===== src/rtl/cpu_pkg.sv =====
// Shared CPU definitions: opcode map, fetch-stage state encoding and
// instruction-field geometry used by the fetch sequencer and decoder.
package cpu_pkg;

  localparam int unsigned INSTR_W_DEF = 16;
  localparam int unsigned OPC_W       = 4;

  localparam logic [OPC_W-1:0] OP_ADD  = 4'b0000;
  localparam logic [OPC_W-1:0] OP_SUB  = 4'b0001;
  localparam logic [OPC_W-1:0] OP_AND  = 4'b0010;
  localparam logic [OPC_W-1:0] OP_OR   = 4'b0011;
  localparam logic [OPC_W-1:0] OP_XOR  = 4'b0100;
  localparam logic [OPC_W-1:0] OP_LD   = 4'b0101;
  localparam logic [OPC_W-1:0] OP_ST   = 4'b0110;
  localparam logic [OPC_W-1:0] OP_HALT = 4'b0111;
  localparam logic [OPC_W-1:0] OP_BEQZ = 4'b1000;
  localparam logic [OPC_W-1:0] OP_BNE  = 4'b1001;
  localparam logic [OPC_W-1:0] OP_JMP  = 4'b1010;
  localparam logic [OPC_W-1:0] OP_ADDI = 4'b1011;
  localparam logic [OPC_W-1:0] OP_JAL  = 4'b1100;
  localparam logic [OPC_W-1:0] OP_JR   = 4'b1101;
  localparam logic [OPC_W-1:0] OP_LI   = 4'b1110;
  localparam logic [OPC_W-1:0] OP_MUL  = 4'b1111;

  typedef enum logic [1:0] {
    ST_FETCH,
    ST_WAIT,
    ST_EXEC,
    ST_HALTED
  } fetch_state_e;

endpackage


===== src/rtl/fetch_sequencer.sv =====
// Multi-cycle fetch stage: owns PC, IR and retired count, runs the imem
// request/response handshake and applies decoder redirect/halt/stall.
module fetch_sequencer
  import cpu_pkg::*;
#(
  parameter int unsigned PC_W     = 8,
  parameter int unsigned INSTR_W  = INSTR_W_DEF,
  parameter int unsigned RESET_PC = 0,
  parameter int unsigned CNT_W    = 16
) (
  input  logic               clk,
  input  logic               rst,
  output logic               imem_req,
  output logic [PC_W-1:0]    imem_addr,
  input  logic               imem_ready,
  input  logic               imem_rvalid,
  input  logic [INSTR_W-1:0] imem_rdata,
  output logic [INSTR_W-1:0] instr,
  output logic [3:0]         opcode,
  output logic               instr_valid,
  output logic [PC_W-1:0]    pc,
  output logic [PC_W-1:0]    pc_plus1,
  input  logic               ldpc,
  input  logic [PC_W-1:0]    pc_target,
  input  logic               halt,
  input  logic               stall,
  output logic               halted,
  output logic [CNT_W-1:0]   retired
);

  localparam logic [PC_W-1:0] PC_RST = PC_W'(RESET_PC);

  fetch_state_e       state;
  logic [PC_W-1:0]    pc_q;
  logic [INSTR_W-1:0] ir_q;
  logic [CNT_W-1:0]   retired_q;

  always_ff @(posedge clk) begin
    if (rst) begin
      state     <= ST_FETCH;
      pc_q      <= PC_RST;
      ir_q      <= '0;
      retired_q <= '0;
    end else begin
      case (state)
        ST_FETCH: begin
          if (imem_ready) state <= ST_WAIT;
        end
        ST_WAIT: begin
          if (imem_rvalid) begin
            ir_q  <= imem_rdata;
            state <= ST_EXEC;
          end
        end
        ST_EXEC: begin
          // stall outranks halt, halt outranks redirect
          if (!stall) begin
            if (halt) begin
              state <= ST_HALTED;
            end else begin
              pc_q      <= ldpc ? pc_target : pc_q + PC_W'(1);
              retired_q <= retired_q + CNT_W'(1);
              state     <= ST_FETCH;
            end
          end
        end
        ST_HALTED: state <= ST_HALTED;
        default:   state <= ST_FETCH;
      endcase
    end
  end

  assign imem_req    = (state == ST_FETCH);
  assign instr_valid = (state == ST_EXEC);
  assign halted      = (state == ST_HALTED);
  assign imem_addr   = pc_q;
  assign pc          = pc_q;
  assign pc_plus1    = pc_q + PC_W'(1);
  assign instr       = ir_q;
  assign opcode      = ir_q[INSTR_W-1 -: OPC_W];
  assign retired     = retired_q;

endmodule


===== config.mk =====
export PLATFORM = sky130hd
export DESIGN_NAME = fetch_sequencer
export DESIGN_NICKNAME = d
export VERILOG_FILES = /design/src/rtl/cpu_pkg.sv /design/src/rtl/fetch_sequencer.sv
export SDC_FILE = /design/constraint.sdc
export NUM_CORES = 1
export LEC_CHECK = 0
export CORE_MARGIN = 2
export CORE_UTILIZATION = 42
export CTS_BUF_LIST = sky130_fd_sc_hd__clkbuf_4 sky130_fd_sc_hd__clkbuf_8
export CTS_CLUSTER_DIAMETER = 30
export DETAILED_ROUTE_END_ITERATION = 16
export PLACE_DENSITY = 0.93
export REMOVE_ABC_BUFFERS = 1
export SKIP_LAST_GASP = 1
export SYNTH_ARGS = -nofsm -noshare
export SYNTH_HDL_FRONTEND = slang
export SYNTH_SLANG_ARGS = --single-unit

===== constraint.sdc =====
create_clock -name clk -period 2.8 [get_ports clk]
set_clock_uncertainty 0.2 [all_clocks]
set_input_delay 0.56 -clock clk [delete_from_list [all_inputs] [get_ports clk]]
set_output_delay 0.56 -clock clk [all_outputs]
set_load 0.02 [all_outputs]

Word-level counts from Yosys, hierarchy flattened
Index checks and enable logic that the tools add are counted.

Add/subtract/negate cells: 2. Equal/unequal tests: 6. Muxes and demuxes: 6. Bitwise logic cells: 2. Reductions and logical operators: 4.

Operators with widths (count): $add 16x1->16 const B (1); $add 8x1->8 const B (1); $mux 2 (4); $mux 8 (1); $pmux 2 s4 (1); $reduce_and 3->1 (2); $eq 2x2->1 const B (2); $ne 2x2->1 const B (2); $eq 2x1->1 const B (1); $logic_not 2->1 (1); $ne 2x1->1 const B (1); $not 1->1 (2); $reduce_and 2->1 (1).

Bits in registers: 42. Input bits: 31. Logic and storage cells: 24.

Depth between registers and ports, before layout
Gate-level depths: netlist of the first run.

Depth after elaboration: 3. Mapped depth: 7. Mapped depth without buffers: 5.

Least setup slack after synthesis of the first run
OpenSTA, ideal clock, no wires.

Path kind: flip-flop to output port. Start: register pc_q[0], in the netlist imem_addr[0]. End: output pc_plus1[6]. Data arrival time: 1.365 ns. Setup slack: 0.675 ns. Cell stages (with the launch flop): 4. Cells stage by stage: dfxtp_1 ha_1 and3_1 xor2_1.

Cells in the longest elaborated chain, start to end: 1.

RTL lines: from (decl) (line fetch_sequencer.sv:34) `logic [PC_W-1:0] pc_q;`; from (signal assigned) (line fetch_sequencer.sv:61) `pc_q <= ldpc ? pc_target : pc_q + PC_W'(1);`; $add 8x1->8 (line fetch_sequencer.sv:78) `assign pc_plus1 = pc_q + PC_W'(1);`; to (decl) (line fetch_sequencer.sv:22) `output logic [PC_W-1:0] pc_plus1,`.

Every way passes these cells.

Final worst setup path of the first run
Start: register pc_q[1], in the netlist imem_addr[1]. End: output pc_plus1[4].

The elaborated chain is that of the path after synthesis.

==> results by group, run 1 <==
GRT
  • Largest net degree at the start of global routing: 31
  • Vias in the first global route: 1782
  • Wire length of the first global-routing pass: 8086 um
  • Initial antenna violation count: 0
  • Total overflow reported by the global router: 0
  • Gr usage total: 19.28%

Drt
  • DR WL/cell: 13.36 um
  • Drt via density: 5.300
  • Iter 0 DRT Violations: 92
  • Total Wirelength: 5078 um
  • DR pass1 iterations: 4
  • Post-route DRC: 0
  • DRT antenna net count: 0
  • DR vias: 2014

Power and ir drop
  • Pwr Density: 428.5 nW/um^2
  • Overall Power: 1.292 mW
  • Leakage: 1.083 nW
  • Max IR drop VDD: 275.4 uV

Logic synthesis
  • Synth cell types: 38
  • Synth Cell Area: 1997 um^2
  • Most used DFF post-synth: dfxtp_1
  • Synth Area in Compound Gates: 16.35%
  • Post-synth EDFFs: 0
  • Synthesized-area fraction occupied by adder cells: 1.253%
  • Yosys top cell by area: dfxtp_1
  • Largest family of logic cells by synthesized area: simple AND/OR/NAND/NOR gates
  • Post-synthesis sequential area ratio: 42.11%
  • Top cell type's share of synthesized area: 42.11%
  • Cells after synthesis: 246
  • Synth area leaders: dfxtp_1 42%, nand2_1 8.6%, a21oi_1 7.8%
  • Mux cell area share after synthesis: 0.5013%
  • Xor/xnor share of the synthesized area: 5.702%
  • Register bit total from synthesis: 42
  • Mean Syn Cell Area: 8.118 um^2
  • Synth async-reset ratio: 0%
  • Synth warn: 0
  • Post-Synth Simple-Gate Area: 26.00%

Setup path
  • Critical path class: register to primary output
  • Worst Path Max Fanout: 6
  • Crit. End Element: primary output
  • CP Launch Type: register
  • Worst EP required: 2.04 ns
  • WP data arrival: 1.94 ns

STA
  • Fin crit period: 2.702 ns
  • RSZ-0062 raised after global routing: no
  • Final Max Slew Viols: 0
  • Worst Tran Pin Value: 0.6184 ns
  • Post-route setup TNS: 0 ns
  • Fin. Hold Viols: 0
  • Post-route clock period utilization: 96.50%
  • Fmax achieved: 0.3701 GHz
  • Slew HR: 58.64%
  • Final Setup Violations: 0

Floorplan
  • Die area: 5322 um^2
  • Die height: 72.96 um
  • # IOs: 94
  • Core area: 4661 um^2
  • Core Rows: 25
  • Horiz. Die Dim: 72.96 um
  • Initial Util: 42.85%

Place
  • Hpwl dp: 3734 um
  • GPL Wtd Cong: 0.7894
  • PortBufs: 93

Cells and area
  • Layout net count: 359
  • Synth-to-layout area growth: 50.94%
  • Diodes inserted: 0
  • Share of layout cells above drive strength 1: 6.442%

Hold path
  • Min-Delay Path Class: register to register

CTS
  • CTS H-tree lvls: 2
  • Setup Fix Bufs, Post-CTS: 0
  • Clk slew on worst S/H paths: 0.08 ns
  • Clk root buf: clkbuf_8
  • Clk sinks: 42
  • Skew-Pair Late Insertion Delay: 0.29 ns
  • Hold Buf Count CTS: 0
  • Cts bufs inserted: 5
  • Bufs on Longest Clock Path: 2
  • CTS tree: yes

Run
  • Max-cap viol count: 0

Run status
  • Status: complete, no violations
[report_power, final]
part           internal (mW)  total, mW  switching, mW
Combinational         0.0959      0.180         0.0843
Sequential             0.612      0.627         0.0144
Clock                  0.285      0.485          0.199
[flip-flops by register name, summed over array words and instances, names as in the netlist]
| register | cells |
|---|---|
| instr | 16 |
| retired | 16 |
| imem_addr | 8 |
| state | 2 |
[cell type report]
class,instances,area [um^2]
Multi-Input combinational cell,175,994.7
Inverter,4,15.01
Tap cell,54,67.56
Fill cell,406,1647
Clock buffer,6,82.58
Clock inverter,1,30.03
Sequential cell,42,844.6
Timing Repair Buffer,98,979.7
[synth_stat cells, drive strengths merged, types with 2 or more instances]
master  number
or4          3
nand4        4
ha           2
nand2       46
and2         2
a31oi        3
xnor2        5
o21ai       10
dfxtp       42
xor2         8
nand3        9
a22oi        2
nor2        15
clkbuf      12
nand2b       2
inv          4
or4b         2
buf         13
o31ai        5
a21oi       31
or3          5
and3         7
nor3         2
[metrics by stage]
step                      std cells  cell area (um^2)  hold slack, ns  utilization (%)  setup WS [ns]
after floorplan                 221              1851          0.3049                -         0.4277
after global placement          373              2899          0.2412            62.20        0.07197
after detailed placement        373              2899          0.2464            62.20        0.01500
after CTS                       380              3013          0.2567            64.64      0.0009319
after global routing            380              3014          0.2768            64.67       0.004775
final                           380              3014          0.2564            64.67        0.09789
[metal layers]
| layer | vias to the layer above | part of all wire (%) | GRT usage [%] |
|---|---|---|---|
| met5 | - | 0 | 0 |
| met4 | 0 | 0.33 | 6.790 |
| met3 | 2 | 9.4 | 7.044 |
| met2 | 91 | 51 | 34.14 |
| met1 | 919 | 40 | 21.10 |
| li1 | 1002 | - | - |
[worst max-delay path: stages (launching register included)]
cell and delay, ns:
dfxtp_1 0.43, ha_1 0.28, nand3_1 0.12, xnor2_1 0.19, clkdlybuf4s50_1 0.64
[cell families (layout without fill, tap and decap cells)]
group,Yosys count,count (layout)
compound gates,57,57
xor+xnor,13,13
fa+ha+maj,2,2
buf+inv,29,109
flops,42,42
mux,1,1
simple gates,102,102
[layout by cell type, fill, tap and decap left out, types with 2 or more instances in the layout]
cell type	instances
xor2_1	8
nor2_1	15
or4_1	3
nand4_2	2
or3_1	5
o31ai_1	5
nor3_1	2
nand3_1	9
dfxtp_1	39
a31oi_1	3
nand4_1	2
dfxtp_2	3
clkdlybuf4s50_1	92
buf_4	4
clkbuf_8	6
a21oi_1	31
and3_1	7
and2_1	2
xnor2_1	5
o21ai_0	10
inv_1	4
nand2_1	46
ha_1	2
nand2b_1	2
a22oi_1	2
[path summary, 6_finish.rpt]
check / slack (ns) / cells past startpoint / start / endpoint
worst max-delay path: 0.1 / 4 / imem_addr[1] / pc_plus1[4]
worst min-delay path: 0.26 / 2 / instr[11] / instr[11]
worst max register to register: 0.70 / 4 / state[1] / retired[15]
worst min register to register: 0.26 / 2 / instr[11] / instr[11]
[what timing repair did]
item,in CTS,in global routing
hold endpoints to repair,0,0
endpoints found under the setup margin,2,3
gates resized for setup,3,1
No activity file was read; power rests on OpenSTA's default activity.
==> inputs of run 2 (changes only) <==
--- a/config.mk
+++ b/config.mk
@@ -5,13 +5,17 @@
 export SDC_FILE = /design/constraint.sdc
 export NUM_CORES = 1
 export LEC_CHECK = 0
+export CELL_PAD_IN_SITES_DETAIL_PLACEMENT = 1
+export CELL_PAD_IN_SITES_GLOBAL_PLACEMENT = 1
 export CORE_MARGIN = 2
-export CORE_UTILIZATION = 42
+export CORE_UTILIZATION = 29
 export CTS_BUF_LIST = sky130_fd_sc_hd__clkbuf_4 sky130_fd_sc_hd__clkbuf_8
 export CTS_CLUSTER_DIAMETER = 30
+export CTS_CLUSTER_SIZE = 12
 export DETAILED_ROUTE_END_ITERATION = 16
-export PLACE_DENSITY = 0.93
+export PLACE_DENSITY = 0.92
 export REMOVE_ABC_BUFFERS = 1
+export SETUP_SLACK_MARGIN = 0.3
 export SKIP_LAST_GASP = 1
 export SYNTH_ARGS = -nofsm -noshare
 export SYNTH_HDL_FRONTEND = slang
==> results by group, run 2 (synthesis gave the netlist of run 1 again) <==
Run status
  • Status: complete, no violations

Cells and area
  • Final core occ: 46.37%
  • Fin area: 3115 um^2
  • Synth-to-layout area growth: 56.02%
  • Diodes inserted: 0
  • Most common cell after layout, fill and taps aside: clkdlybuf4s50_1
  • Share of layout cells above drive strength 1: 8.157%
  • Commonest non-fill, non-tap cells in the layout: 87 x clkdlybuf4s50_1, 46 x nand2_1, 40 x dfxtp_1
  • Register area: 843.3 um^2
  • Layout net count: 363
  • Filler Cell Count: 773
  • Area occupied by multi-input gates: 1018 um^2

STA
  • Fin crit period: 2.428 ns
  • Worst Slack Setup Final: 0.3718 ns
  • Slew HR: 56.04%
  • Post-route setup TNS: 0 ns
  • Final Setup Violations: 0
  • Final Max Slew Viols: 0
  • RSZ-0062 raised after global routing: yes
  • Fin. Hold Viols: 0
  • WHS: 0.2570 ns
  • Fmax achieved: 0.4118 GHz
  • Post-route clock period utilization: 86.72%
  • Worst Tran Pin Value: 0.6574 ns

GRT
  • Initial antenna violation count: 0
  • Gr usage total: 15.89%
  • Vias in the first global route: 2118
  • Total overflow reported by the global router: 0
  • Wire length of the first global-routing pass: 9811 um
  • Largest net degree at the start of global routing: 24

CTS
  • Bufs on Longest Clock Path: 2
  • Setup Fix Bufs, Post-CTS: 0
  • Clk sinks: 42
  • CTS tree: yes
  • Clk slew on worst S/H paths: 0.08 ns
  • Skew-Pair Late Insertion Delay: 0.29 ns
  • CTS H-tree lvls: 2
  • PostCTS Resize Cnt: 8
  • Clk root buf: clkbuf_8
  • Cts bufs inserted: 5
  • Hold Buf Count CTS: 0

Floorplan
  • Die height: 86.98 um
  • # IOs: 94
  • Initial Util: 29.72%
  • Core area: 6719 um^2
  • Core Rows: 30
  • Die area: 7566 um^2
  • Horiz. Die Dim: 86.98 um

Drt
  • DR vias: 2071
  • DR WL/cell: 14.46 um
  • Total Wirelength: 5943 um
  • DRT antenna net count: 0
  • Iter 0 DRT Violations: 61
  • Post-route DRC: 0
  • DR pass1 iterations: 4
  • Drt via density: 5.039

Setup path
  • FF-to-FF setup slack: 0.80 ns
  • WP data arrival: 1.67 ns
  • Worst Path Max Fanout: 8
  • Reg2reg end: retired[13]
  • R2R depth: 5
  • R2R Path Start: state[0]
  • Crit. End Element: primary output
  • Critical path class: register to primary output
  • Worst EP required: 2.04 ns
  • CP Launch Type: register

Place
  • Placed cell area: 2962 um^2
  • GPL Wtd Cong: 0.7331
  • Pre-CTS WS: 0.02854 ns
  • Hpwl dp: 4556 um
  • PortBufs: 93

Hold path
  • Min-Delay Path Class: register to register
  • HP Start: instr[5]
  • WHS Path Cells: 2
  • WHS Endpoint: instr[5]

Power and ir drop
  • Max IR drop VDD: 209.4 uV
  • Leakage: 1.142 nW
  • Pwr Density: 444.3 nW/um^2

Run
  • Max-cap viol count: 0
==> run 2: routing by layer <==
layer	routed length [um]	track usage, %	vias to the layer above
li1	-	-	1008
met2	3042	28.87	72
met5	0	0	-
met1	2468	18.51	985
met4	50	3.409	0
met3	381	4.360	6
==> run 2: final cells by class <==
cell class                 instances  share of cell area (%)
clock buffer                       5                   2.209
clock inverter                     3                   2.209
inverter                           4                  0.4819
multi-input combinational        175                   32.69
sequential                        42                   27.07
tap                               80                   3.213
timing repair buffer             102                   32.13
==> run 2: power by group <==
group	total (mW)	internal (mW)	switching, mW
clock network	0.573	0.357	0.216
registers	0.627	0.612	0.0145
logic	0.184	0.0967	0.0876
total	1.38	1.07	0.318
==> run 2: worst max path at each step <==
stage                  from      endpoint  slack [ns]  depth (start not counted)
3_5_place_dp           halt  imem_addr[7]        0.03                          6
4_1_cts        imem_addr[1]   pc_plus1[6]        0.25                          4
3_3_place_gp           halt    retired[3]        0.16                          4
5_1_grt        imem_addr[0]   pc_plus1[6]        0.26                          4
2_1_floorplan          halt   retired[14]        0.43                          4
6_report       imem_addr[0]   pc_plus1[6]        0.37                          4
==> run 2: through the flow <==
stage / power (mW) / cells
after floorplan: 0.7053 / 221
after global placement: 0.8209 / 403
after detailed placement: 0.8270 / 403
after CTS: 1.404 / 411
after global routing: 1.449 / 411
final: 1.384 / 411
==> run 2: critical path, stage by stage (launching register included) <==
cell             delay [ns]
dfxtp_2                0.41
ha_2                   0.24
and3_1                 0.23
xor2_1                 0.17
clkdlybuf4s15_1        0.33
